[config.mk]
export PLATFORM = sky130hd
export DESIGN_NAME = sramc_ahb_arbiter
export DESIGN_NICKNAME = d
export VERILOG_FILES = /design/src/rtl/sramc_ahb_arbiter.sv
export SDC_FILE = /design/constraint.sdc
export NUM_CORES = 1
export LEC_CHECK = 0
export ABC_AREA = 1
export CELL_PAD_IN_SITES_DETAIL_PLACEMENT = 1
export CELL_PAD_IN_SITES_GLOBAL_PLACEMENT = 2
export CORE_ASPECT_RATIO = 1.5
export CORE_MARGIN = 5
export CORE_UTILIZATION = 21
export DETAILED_ROUTE_END_ITERATION = 10
export GPL_ROUTABILITY_DRIVEN = 1
export PLACE_DENSITY = 0.82
export SLEW_MARGIN = 15
export SYNTH_ARGS = -nofsm -noshare
export SYNTH_HDL_FRONTEND = slang
export SYNTH_SLANG_ARGS = --single-unit
[constraint.sdc]
create_clock -name hclk -period 1.7 [get_ports hclk]
set_input_delay 0.255 -clock hclk [delete_from_list [all_inputs] [get_ports hclk]]
set_output_delay 0.255 -clock hclk [all_outputs]
set_load 0.005 [all_outputs]
[src/rtl/sramc_ahb_arbiter.sv]
// rtl/sramc_ahb_arbiter.sv - two-requester req/ack front end onto the sramc_top AHB-lite slave port (optional SRAMC_ARB_FIXED_PRIO_EN)
module sramc_ahb_arbiter #(
    parameter int AW = 32,
    parameter int DW = 32
) (
    input  logic          hclk,
    input  logic          hresetn,
    input  logic          req0,
    input  logic          req1,
    input  logic          we0,
    input  logic          we1,
    input  logic [AW-1:0] addr0,
    input  logic [AW-1:0] addr1,
    input  logic [2:0]    size0,
    input  logic [2:0]    size1,
    input  logic [DW-1:0] wdata0,
    input  logic [DW-1:0] wdata1,
    output logic          ack0,
    output logic          ack1,
    output logic [DW-1:0] rdata0,
    output logic [DW-1:0] rdata1,
    output logic          err0,
    output logic          err1,
    output logic          hsel,
    output logic [1:0]    htrans,
    output logic          hwrite,
    output logic [2:0]    hsize,
    output logic [AW-1:0] haddr,
    output logic [DW-1:0] hwdata,
    output logic          hready,
    input  logic [DW-1:0] hrdata,
    input  logic          hready_resp,
    input  logic [1:0]    hresp
);

    localparam logic [2:0] SIZE_MAX   = 3'($clog2(DW / 8));
    localparam logic [1:0] TR_IDLE    = 2'b00;
    localparam logic [1:0] TR_NONSEQ  = 2'b10;
    localparam logic [1:0] RESP_OKAY  = 2'b00;

    typedef enum logic [1:0] {
        ST_IDLE,
        ST_ADDR,
        ST_DATA,
        ST_ACK
    } state_t;

    state_t          state;
    state_t          state_nxt;

    logic            any_req;
    logic            grant_id;
    logic            sel_we;
    logic [AW-1:0]   sel_addr;
    logic [2:0]      sel_size;
    logic [DW-1:0]   sel_wdata;
    logic            bad_req;

    logic            cur_id;
    logic [DW-1:0]   cur_wdata;
    logic            err_flag;
    logic            resp_err;

`ifndef SRAMC_ARB_FIXED_PRIO_EN
    logic            last_grant;
`endif

    assign hready   = hready_resp;
    assign resp_err = (hresp != RESP_OKAY);

    // Pick the grantee and pre-qualify its request (size and alignment)
    always_comb begin
        any_req = req0 | req1;
`ifdef SRAMC_ARB_FIXED_PRIO_EN
        grant_id = ~req0;
`else
        grant_id = (req0 && req1) ? ~last_grant : req1;
`endif
        sel_we    = grant_id ? we1    : we0;
        sel_addr  = grant_id ? addr1  : addr0;
        sel_size  = grant_id ? size1  : size0;
        sel_wdata = grant_id ? wdata1 : wdata0;
        bad_req   = (sel_size > SIZE_MAX)
                  || ((sel_size == 3'd1) && sel_addr[0])
                  || ((sel_size == 3'd2) && (sel_addr[1:0] != 2'b00));
    end

`ifndef SRAMC_ARB_FIXED_PRIO_EN
    // Remember who was served last so simultaneous requests alternate
    always_ff @(posedge hclk or negedge hresetn) begin
        if (!hresetn) begin
            last_grant <= 1'b1;
        end else if (state == ST_IDLE && any_req) begin
            last_grant <= grant_id;
        end
    end
`endif

    // State register
    always_ff @(posedge hclk or negedge hresetn) begin
        if (!hresetn) begin
            state <= ST_IDLE;
        end else begin
            state <= state_nxt;
        end
    end

    // Next-state: illegal requests skip the bus and complete straight away
    always_comb begin
        state_nxt = state;
        case (state)
            ST_IDLE: begin
                if (any_req) begin
                    state_nxt = bad_req ? ST_ACK : ST_ADDR;
                end
            end
            ST_ADDR: begin
                if (hready_resp) begin
                    state_nxt = ST_DATA;
                end
            end
            ST_DATA: begin
                if (hready_resp) begin
                    state_nxt = ST_ACK;
                end
            end
            ST_ACK:  state_nxt = ST_IDLE;
            default: state_nxt = ST_IDLE;
        endcase
    end

    // Registered bus and requester outputs, updated on state transitions
    always_ff @(posedge hclk or negedge hresetn) begin
        if (!hresetn) begin
            hsel      <= 1'b0;
            htrans    <= TR_IDLE;
            hwrite    <= 1'b0;
            hsize     <= 3'd0;
            haddr     <= '0;
            hwdata    <= '0;
            ack0      <= 1'b0;
            ack1      <= 1'b0;
            err0      <= 1'b0;
            err1      <= 1'b0;
            rdata0    <= '0;
            rdata1    <= '0;
            cur_id    <= 1'b0;
            cur_wdata <= '0;
            err_flag  <= 1'b0;
        end else begin
            ack0 <= 1'b0;
            ack1 <= 1'b0;
            case (state)
                ST_IDLE: begin
                    if (any_req) begin
                        cur_id    <= grant_id;
                        cur_wdata <= sel_wdata;
                        err_flag  <= 1'b0;
                        if (bad_req) begin
                            if (grant_id) begin
                                ack1 <= 1'b1;
                                err1 <= 1'b1;
                            end else begin
                                ack0 <= 1'b1;
                                err0 <= 1'b1;
                            end
                        end else begin
                            hsel   <= 1'b1;
                            htrans <= TR_NONSEQ;
                            hwrite <= sel_we;
                            hsize  <= sel_size;
                            haddr  <= sel_addr;
                        end
                    end
                end
                ST_ADDR: begin
                    if (hready_resp) begin
                        hsel   <= 1'b0;
                        htrans <= TR_IDLE;
                        if (hwrite) begin
                            hwdata <= cur_wdata;
                        end
                    end
                end
                ST_DATA: begin
                    // Sticky so the first cycle of a two-cycle ERROR is not lost
                    if (resp_err) begin
                        err_flag <= 1'b1;
                    end
                    if (hready_resp) begin
                        if (cur_id) begin
                            ack1 <= 1'b1;
                            err1 <= err_flag | resp_err;
                            if (!hwrite) begin
                                rdata1 <= hrdata;
                            end
                        end else begin
                            ack0 <= 1'b1;
                            err0 <= err_flag | resp_err;
                            if (!hwrite) begin
                                rdata0 <= hrdata;
                            end
                        end
                    end
                end
                default: begin
                end
            endcase
        end
    end

endmodule

======== After elaboration in Yosys (flattened, before gate mapping) ========
Index checks and enable logic that the tools add are counted.
Widths: inputs -> output; s select.
word-level totals
  bits in registers ....................... 176
  input bits .............................. 175
  output and inout bits ................... 140
  logic and storage cells ................. 105
operators by class
  order comparisons ....................... 1
  equality and inequality tests ........... 15
  muxes and demuxes ....................... 45
  bitwise operators ....................... 6
  reduce and logical (&&, ||, !) cells .... 21
operators with widths
  kind                number
  $mux 32             2
  $mux 1              27
  $ne 2x2->1 const B  10
  $mux 2              7
  $pmux 1 s2          6
  $reduce_and 3->1    4
  $reduce_and 4->1    3
  $reduce_and 6->1    2
  $pmux 2 s4          1
  $reduce_bool 2->1   4
  $eq 2x2->1 const B  2
  $logic_and 1x1->1   4
  $not 1->1           4
  $pmux 2 s2          1
  $eq 3x1->1 const B  1
  $eq 3x2->1 const B  1
  $gt 3x2->1 const B  1
  $mux 3              1
  $eq 2x1->1 const B  1
  $logic_not 2->1     1
  $logic_or 1x1->1    2
  $or 1x1->1          2
  $reduce_and 2->1    1

======== Depth between registers and ports, before layout ========
Gate-level depths: netlist of run 1.
  depth after elaboration ................. 10
  gate-level depth with buffers ........... 13

======== Worst setup path before layout of run 1 ========
OpenSTA, ideal clock, no wires.
  kind .................................... register -> register
  start ................................... register last_grant
  end ..................................... register haddr[10]
  setup time .............................. 0.121 ns
  arrival ................................. 1.578 ns
  data required time ...................... 1.579 ns
  path slack .............................. 0.002 ns
  cell stages (with the launch flop) ...... 13
  buffers on the path ..................... 3
  clock period less this slack ............ 1.698 ns
  cells stage by stage .................... dfstp_2 > nand2_2 > nand2_4 > buf_6 > nand2_1 > nand2_1 > nand2_1 > nand2_2 > nand4_4 > buf_6 > buf_6 > o21ai_1 > nand2_1
on the way
  word-level cells in the longest chain between the ends .. 9
  elaborated cells on any way between the ends .. 14
  classes of those cells .................. order compare: 1; eq/ne: 2; mux: 3; bitwise: 2; reduce/logical: 6
RTL lines
  what                                                                RTL line  text
  start: declaration                                                  65        logic last_grant;
  start signal: assignment                                            94        last_grant <= grant_id;
  $not 1->1 *                                                         77        grant_id = (req0 && req1) ? ~last_grant : req1;
  $mux 1 *                                                            77
  parallel branches: the longest is 7 deep, another holds $gt 3x2->1  -
  end signal: assignment                                              172       haddr <= sel_addr;
  end: declaration                                                    28        output logic [AW-1:0] haddr,
Every way passes the cells marked *.
A chain may end at the register's enable or synchronous reset.

======== Worst setup path after layout of run 1 ========
Ends and elaborated chain as after synthesis.

==> qor.yml, run 1 <==
logic_synthesis:
  synth_compound_area_frac: 0.134
  yosysTopAreaCellShare: 0.580
  synthAdderAreaFrac: 0.00503
  synth_nets: 1048
  seq_area_frac_synth: 0.584
  synth_top_family_by_area: "simple AND/OR/NAND/NOR gates"
  synth_cell_type_count: 28
  synth_area_leader_cell: "dfrtp_1"
  syn_inst: 870
  synth_area_leaders: "dfrtp_1, nand2_1, o21ai_0, inv_1, o221ai_1"
  yosys.area_share.simple: 0.186
  synth_area_per_cell_um2: 8.57
  synth_xor_area_frac: 0
  synth_mux_area_frac: 0
  yosys_register_bits: 174
  ys_warn_count: 0
  syn_area_mm2: 0.00746
clock_network:
  cts_root_buffer: "clkbuf_16"
  clockBufferDepth: 2
  h-tree-depth: 4
  cts_tree: "yes"
  clock_latency_ns: 0.45
  clk_pin_slew_worst_paths_ns: 0.07
  numCtsBuffers: 17
  cts_num_sinks: 174
timing:
  setup_tns_ns: -4.01
  min_period_ns: 1.85
  setup_viol: 35
  hold_viol_final: 0
  finalWorstSetupSlack_ns: -0.146
  slew_violations: 0
  min_period_over_period: 1.09
  whs_ns: 0.230
  fmax_ghz: 0.542
  fin_worst_skew_ns: 0.0158
  rsz0062_at_grt: "yes"
die:
  die_h_um: 241
  core_area_mm2: 0.0351
  chipWidth_um: 164
  num_rows: 84
  start_util: 0.212
  ios: 315
  dieArea_mm2: 0.0395
job:
  drv_cap: 0
worst_setup_path:
  cp.arrival_ns: 2.24
  path_class: "reg -> reg"
  cp_cell_sequence: "nand2_4 -> nand2_8 -> nand2_2 -> nand2_2 -> nand2_2 -> nand2_2 -> nand4_4 -> nor2_4 -> buf_12 -> clkbuf_16 -> nand2_1 -> nand2_1"
  startpoint_type: "register"
  critPathRequiredTime_ns: 2.09
  critPathMaxFanout: 6
  path_common_cell: "nand2_2"
  max_stage_delay_ns: 0.58
  end_kind: "register"
  cpMaxStageDelayCell: "dfstp_2"
drt:
  ant_nets: 0
  routed_wl_um: 29100
  drt_pass1_iterations: 4
  drc: 0
  drt-initial-drc-count: 273
  vias: 6982
  wl_per_cell_um: 17.2
  routed_via_density: 4.13
final_layout:
  final_layout_size_suffix_gt1_frac: 0.114
  final_common_cell: "clkdlybuf4s50_1"
  num-fill-cells: 4107
  area_delta_synth_final_pct: 65.4
  seq_area_mm2: 0.00436
  multi_input_area_mm2: 0.00261
  final_net_count: 1380
  final_cell_mix: "clkdlybuf4s50_1, nand2_1, dfrtp_1"
pwr:
  leakage_nw: 5.82
  p_int_w: 0.0126
  pwr-share-clk: 0.202
  p_comb_frac: 0.431
  p_seq_frac: 0.366
  p_sw_w: 0.00651
  ir_worst_vdd_uv: 480
  p_sw_frac: 0.340
  powerDensity_mw_per_mm2: 1550
min_path:
  min_path_type: "in -> async"
placement:
  gp_congestion: 0.785
  dp.final_hpwl_um: 21700
  port_buffers: 313
global_route:
  grt_pass1_wl_um: 42400
  grt_pass1_vias: 7516
  gr-total-overflow: 0
  grt_antenna_before_repair: 2
  grt_max_degree: 72
  grt_usage: 0.141
status:
  violations: "setup timing"
  status: "complete, but fails checks"
## stage by stage
stage	area (µm²)	cells	worst slack [ns]	util	total power (W)
CTS	12100	1681	-0.0975	0.344	0.0193
finish	12300	1691	-0.146	0.351	0.0191
global route	12300	1690	-0.221	0.351	0.0205
floorplan	7460	870	0.00154	-	0.00986
global placement	11400	1645	-0.334	0.325	0.0149
detailed placement	11400	1645	-0.380	0.325	0.0152
## synthesized netlist by cell type, drive strengths merged
| master | count |
|---|---|
| o21ai | 140 |
| nor3 | 1 |
| dfstp | 1 |
| dfrtp | 173 |
| nand3b | 2 |
| nand3 | 4 |
| nand4 | 1 |
| nor3b | 1 |
| a21oi | 1 |
| clkbuf | 35 |
| o22ai | 4 |
| nor2 | 14 |
| ha | 3 |
| o221ai | 31 |
| conb | 1 |
| nand2 | 328 |
| and3 | 1 |
| inv | 115 |
| or2 | 1 |
| buf | 13 |
## final timing paths
path                       startpoint    endpoint  slack [ns]  depth (start not counted)
min in group hclk          hrdata[23]  rdata0[23]        0.39                          3
min reg2reg                  haddr[1]    haddr[1]        0.48                          2
max in group asynchronous     hresetn  last_grant        0.79                          4
max                        last_grant   haddr[10]       -0.15                         12
min                           hresetn  hwdata[13]        0.23                          2
max reg2reg                last_grant   haddr[10]       -0.15                         12
## cell families after synthesis
group                      Yosys count
AOI/OAI and AO/OA                  176
adders and majority gates            3
buffers and inverters              163
DFF                                174
other                                1
and+or+nand+nor                    353
## registers in the layout, indices dropped and copies added (netlist names), 2 cells and up
register and flops:
hwdata 32, hsize 3, cur_wdata 32, rdata1 32
haddr 32, state 2, rdata0 32
## layer usage
metal,vias up,wire length [µm],global-route usage
met5,-,0,0
met4,0,898,0.0674
met3,40,1230,0.0299
met2,173,16400,0.270
met1,3374,10500,0.145
li1,3395,-,-
## critical path, delay by kind of cell, from the launching register on
family,cells,cell delay [ns]
simple gates,10,0.87
flops,1,0.58
buf+inv,2,0.30
## final cells by class
| class | count | area share |
|---|---|---|
| clock inverter | 14 | 0.0105 |
| clock buffer | 18 | 0.0356 |
| timing repair buffer | 361 | 0.306 |
| sequential | 174 | 0.353 |
| multi-input combinational | 533 | 0.211 |
| tap | 473 | 0.0480 |
| antenna | 3 | 0.000609 |
| inverter | 115 | 0.0350 |
## what timing repair did
| action | 4_1_cts | 5_1_grt |
|---|---|---|
| hold buffers | 1 | 0 |
| setup buffers | 2 | 3 |
| gates cloned | 1 | 4 |
| hold endpoints to repair | 39 | 0 |
| pin swaps | 0 | 5 |
| gates resized for setup | 19 | 54 |
| setup endpoints to repair | 44 | 81 |
## power groups by stage
stage                     registers (W)  logic (W)  clock network [W]
after floorplan                 0.00705    0.00280                  0
after global placement          0.00698    0.00787                  0
after detailed placement        0.00709    0.00807                  0
after CTS                       0.00703    0.00819            0.00404
after global routing            0.00725    0.00910            0.00419
final                           0.00700    0.00825            0.00387
Power figures use the tool's default switching activity.
==> run 2, diff against run 1 <==
--- a/config.mk
+++ b/config.mk
@@ -18,3 +18,4 @@
 export SYNTH_ARGS = -nofsm -noshare
 export SYNTH_HDL_FRONTEND = slang
 export SYNTH_SLANG_ARGS = --single-unit
+export TNS_END_PERCENT = 30
==> qor.yml, run 2 (synthesized netlist as in run 1, its figures left out) <==
clock_network:
  clk_pin_slew_worst_paths_ns: 0.07  # about the same
  cts_num_sinks: 174  # unchanged
  clock_latency_ns: 0.45  # about the same
  h-tree-depth: 4  # unchanged
  numCtsBuffers: 17  # unchanged
  clockBufferDepth: 2  # unchanged
  cts_tree: "yes"  # unchanged
  cts_root_buffer: "clkbuf_16"  # unchanged
final_layout:
  final_cell_mix: "clkdlybuf4s50_1, nand2_1, dfrtp_1"  # unchanged
  final_layout_size_suffix_gt1_frac: 0.103  # was 0.114
  final_common_cell: "clkdlybuf4s50_1"  # unchanged
  instances_no_fill: 1689  # was 1691
  num-fill-cells: 4113  # was 4107
  final_net_count: 1378  # was 1380
  area_delta_synth_final_pct: 64.5  # was 65.4%
  final_area_mm2: 0.0123  # about the same
worst_setup_path:
  reg2regPathDepth: 12  # unchanged
  rrSetupSlack_ns: -0.15  # about the same
  end_kind: "register"  # unchanged
  path_class: "reg -> reg"  # unchanged
  reg2reg_to: "haddr[10]"  # unchanged
  startpoint_type: "register"  # unchanged
  critPathRequiredTime_ns: 2.09  # about the same
  cp.arrival_ns: 2.24  # about the same
  r2r-start: "last_grant"  # unchanged
  critPathMaxFanout: 6  # unchanged
drt:
  vias: 6951  # was 6982
  wl_per_cell_um: 16.9  # was 17.2 µm
  routed_via_density: 4.12  # was 4.13
  drt-initial-drc-count: 272  # was 273
  drc: 0  # unchanged
  routed_wl_um: 28600  # was 29100 µm
  drt_pass1_iterations: 4  # unchanged
  ant_nets: 0  # unchanged
timing:
  finalWorstSetupSlack_ns: -0.146  # about the same
  rsz0062_at_grt: "yes"  # unchanged
  hold_viol_final: 0  # unchanged
  fmax_ghz: 0.542  # about the same
  fin_worst_skew_ns: 0.0137  # was 0.0158 ns
  min_period_ns: 1.85  # about the same
  slew_violations: 0  # unchanged
  min_period_over_period: 1.09  # about the same
  setup_viol: 35  # unchanged
placement:
  place_inst: 1645  # unchanged
  port_buffers: 313  # unchanged
  gp_congestion: 0.785  # unchanged
  dp.final_hpwl_um: 21700  # unchanged
  dpl_cell_area_mm2: 0.0114  # unchanged
pwr:
  leakage_nw: 5.78  # was 5.82 nW
  powerDensity_mw_per_mm2: 1550  # about the same
  ir_worst_vdd_uv: 483  # was 480 µV
status:
  violations: "setup timing"  # unchanged
  status: "complete, but fails checks"  # unchanged
global_route:
  grt_max_degree: 72  # unchanged
  grt_usage: 0.141  # about the same
  gr-total-overflow: 0  # unchanged
  grt_pass1_vias: 7506  # was 7516
  grt_pass1_wl_um: 42400  # about the same
  grt_antenna_before_repair: 2  # unchanged
die:
  num_rows: 84  # unchanged
  start_util: 0.212  # unchanged
  core_area_mm2: 0.0351  # unchanged
  ios: 315  # unchanged
  die_h_um: 241  # unchanged
  chipWidth_um: 164  # unchanged
  dieArea_mm2: 0.0395  # unchanged
job:
  drv_cap: 0  # unchanged
min_path:
  min_path_type: "in -> async"  # unchanged
run 2: cell types whose count changed in the layout (fill, tap and decap cells not counted), sizes merged:
cell,delta
clkbuf,-1
buf,-1
run 2: worst max path at each step:
| stage | startpoint | end | slack, ns | cells after the start |
|---|---|---|---|---|
| after floorplan | last_grant | haddr[10] | 0.002 | 12 |
| after global placement | req1 | haddr[17] | -0.33 | 10 |
| after detailed placement | req1 | haddr[31] | -0.38 | 10 |
| after CTS | last_grant | haddr[10] | -0.1 | 11 |
| after global routing | last_grant | haddr[20] | -0.21 | 12 |
| final | last_grant | haddr[10] | -0.15 | 12 |
run 2: final cells by class:
| class | instances | area (µm²) | area share |
|---|---|---|---|
| tap | 473 | 592 | 0.0483 |
| clock inverter | 14 | 130 | 0.0106 |
| timing repair buffer | 359 | 3740 | 0.305 |
| antenna | 3 | 7.51 | 0.000612 |
| clock buffer | 18 | 439 | 0.0358 |
| inverter | 115 | 432 | 0.0352 |
| multi-input combinational | 533 | 2570 | 0.209 |
| sequential | 174 | 4360 | 0.355 |
run 2: per-stage QoR:
| stage | TNS (ns) | setup slack (ns) | hold slack, ns | util | power [W] |
|---|---|---|---|---|---|
| 2_1_floorplan | 0 | 0.00154 | -0.0406 | - | 0.00986 |
| 3_3_place_gp | -26.29 | -0.334 | 0.133 | 0.325 | 0.0149 |
| 3_5_place_dp | -32.50 | -0.380 | 0.139 | 0.325 | 0.0152 |
| 4_1_cts | -2.56 | -0.0975 | 0.218 | 0.343 | 0.0192 |
| 5_1_grt | -6.96 | -0.214 | 0.245 | 0.349 | 0.0204 |
| 6_report | -3.91 | -0.146 | 0.236 | 0.349 | 0.0190 |
run 2: power by group:
part / switching (W) / leakage [nW] / total, W / internal, W
Clock: 0.00179 / 0.284 / 0.00387 / 0.00208
Sequential: 0.000936 / 2.19 / 0.00699 / 0.00606
Combinational: 0.00370 / 3.31 / 0.00812 / 0.00442
run 2: timing repair:
item	4_1_cts	5_1_grt
hold endpoints to repair	39	0
gates resized for setup	18	39
hold buffers	1	0
setup endpoints to repair	44	81
buffers inserted	2	2
pin swaps	0	5
gates cloned	1	3
run 2: per-layer routing:
layer	global-route usage	share of wire	wire [µm]	vias up
met5	0	0	0	-
met4	0.0674	0.031	897	0
met3	0.0299	0.044	1270	40
met2	0.269	0.56	16100	174
met1	0.145	0.36	10400	3345
li1	-	-	-	3392
run 2: critical path, cell delays in order (launching register included):
cell and delay, ns:
dfstp_2 0.58, nand2_4 0.08, nand2_8 0.09, nand2_2 0.06, nand2_2 0.08, nand2_2 0.05, nand2_2 0.08, nand4_4 0.14
nor2_4 0.18, buf_12 0.15, clkbuf_16 0.15, nand2_1 0.05, nand2_1 0.06
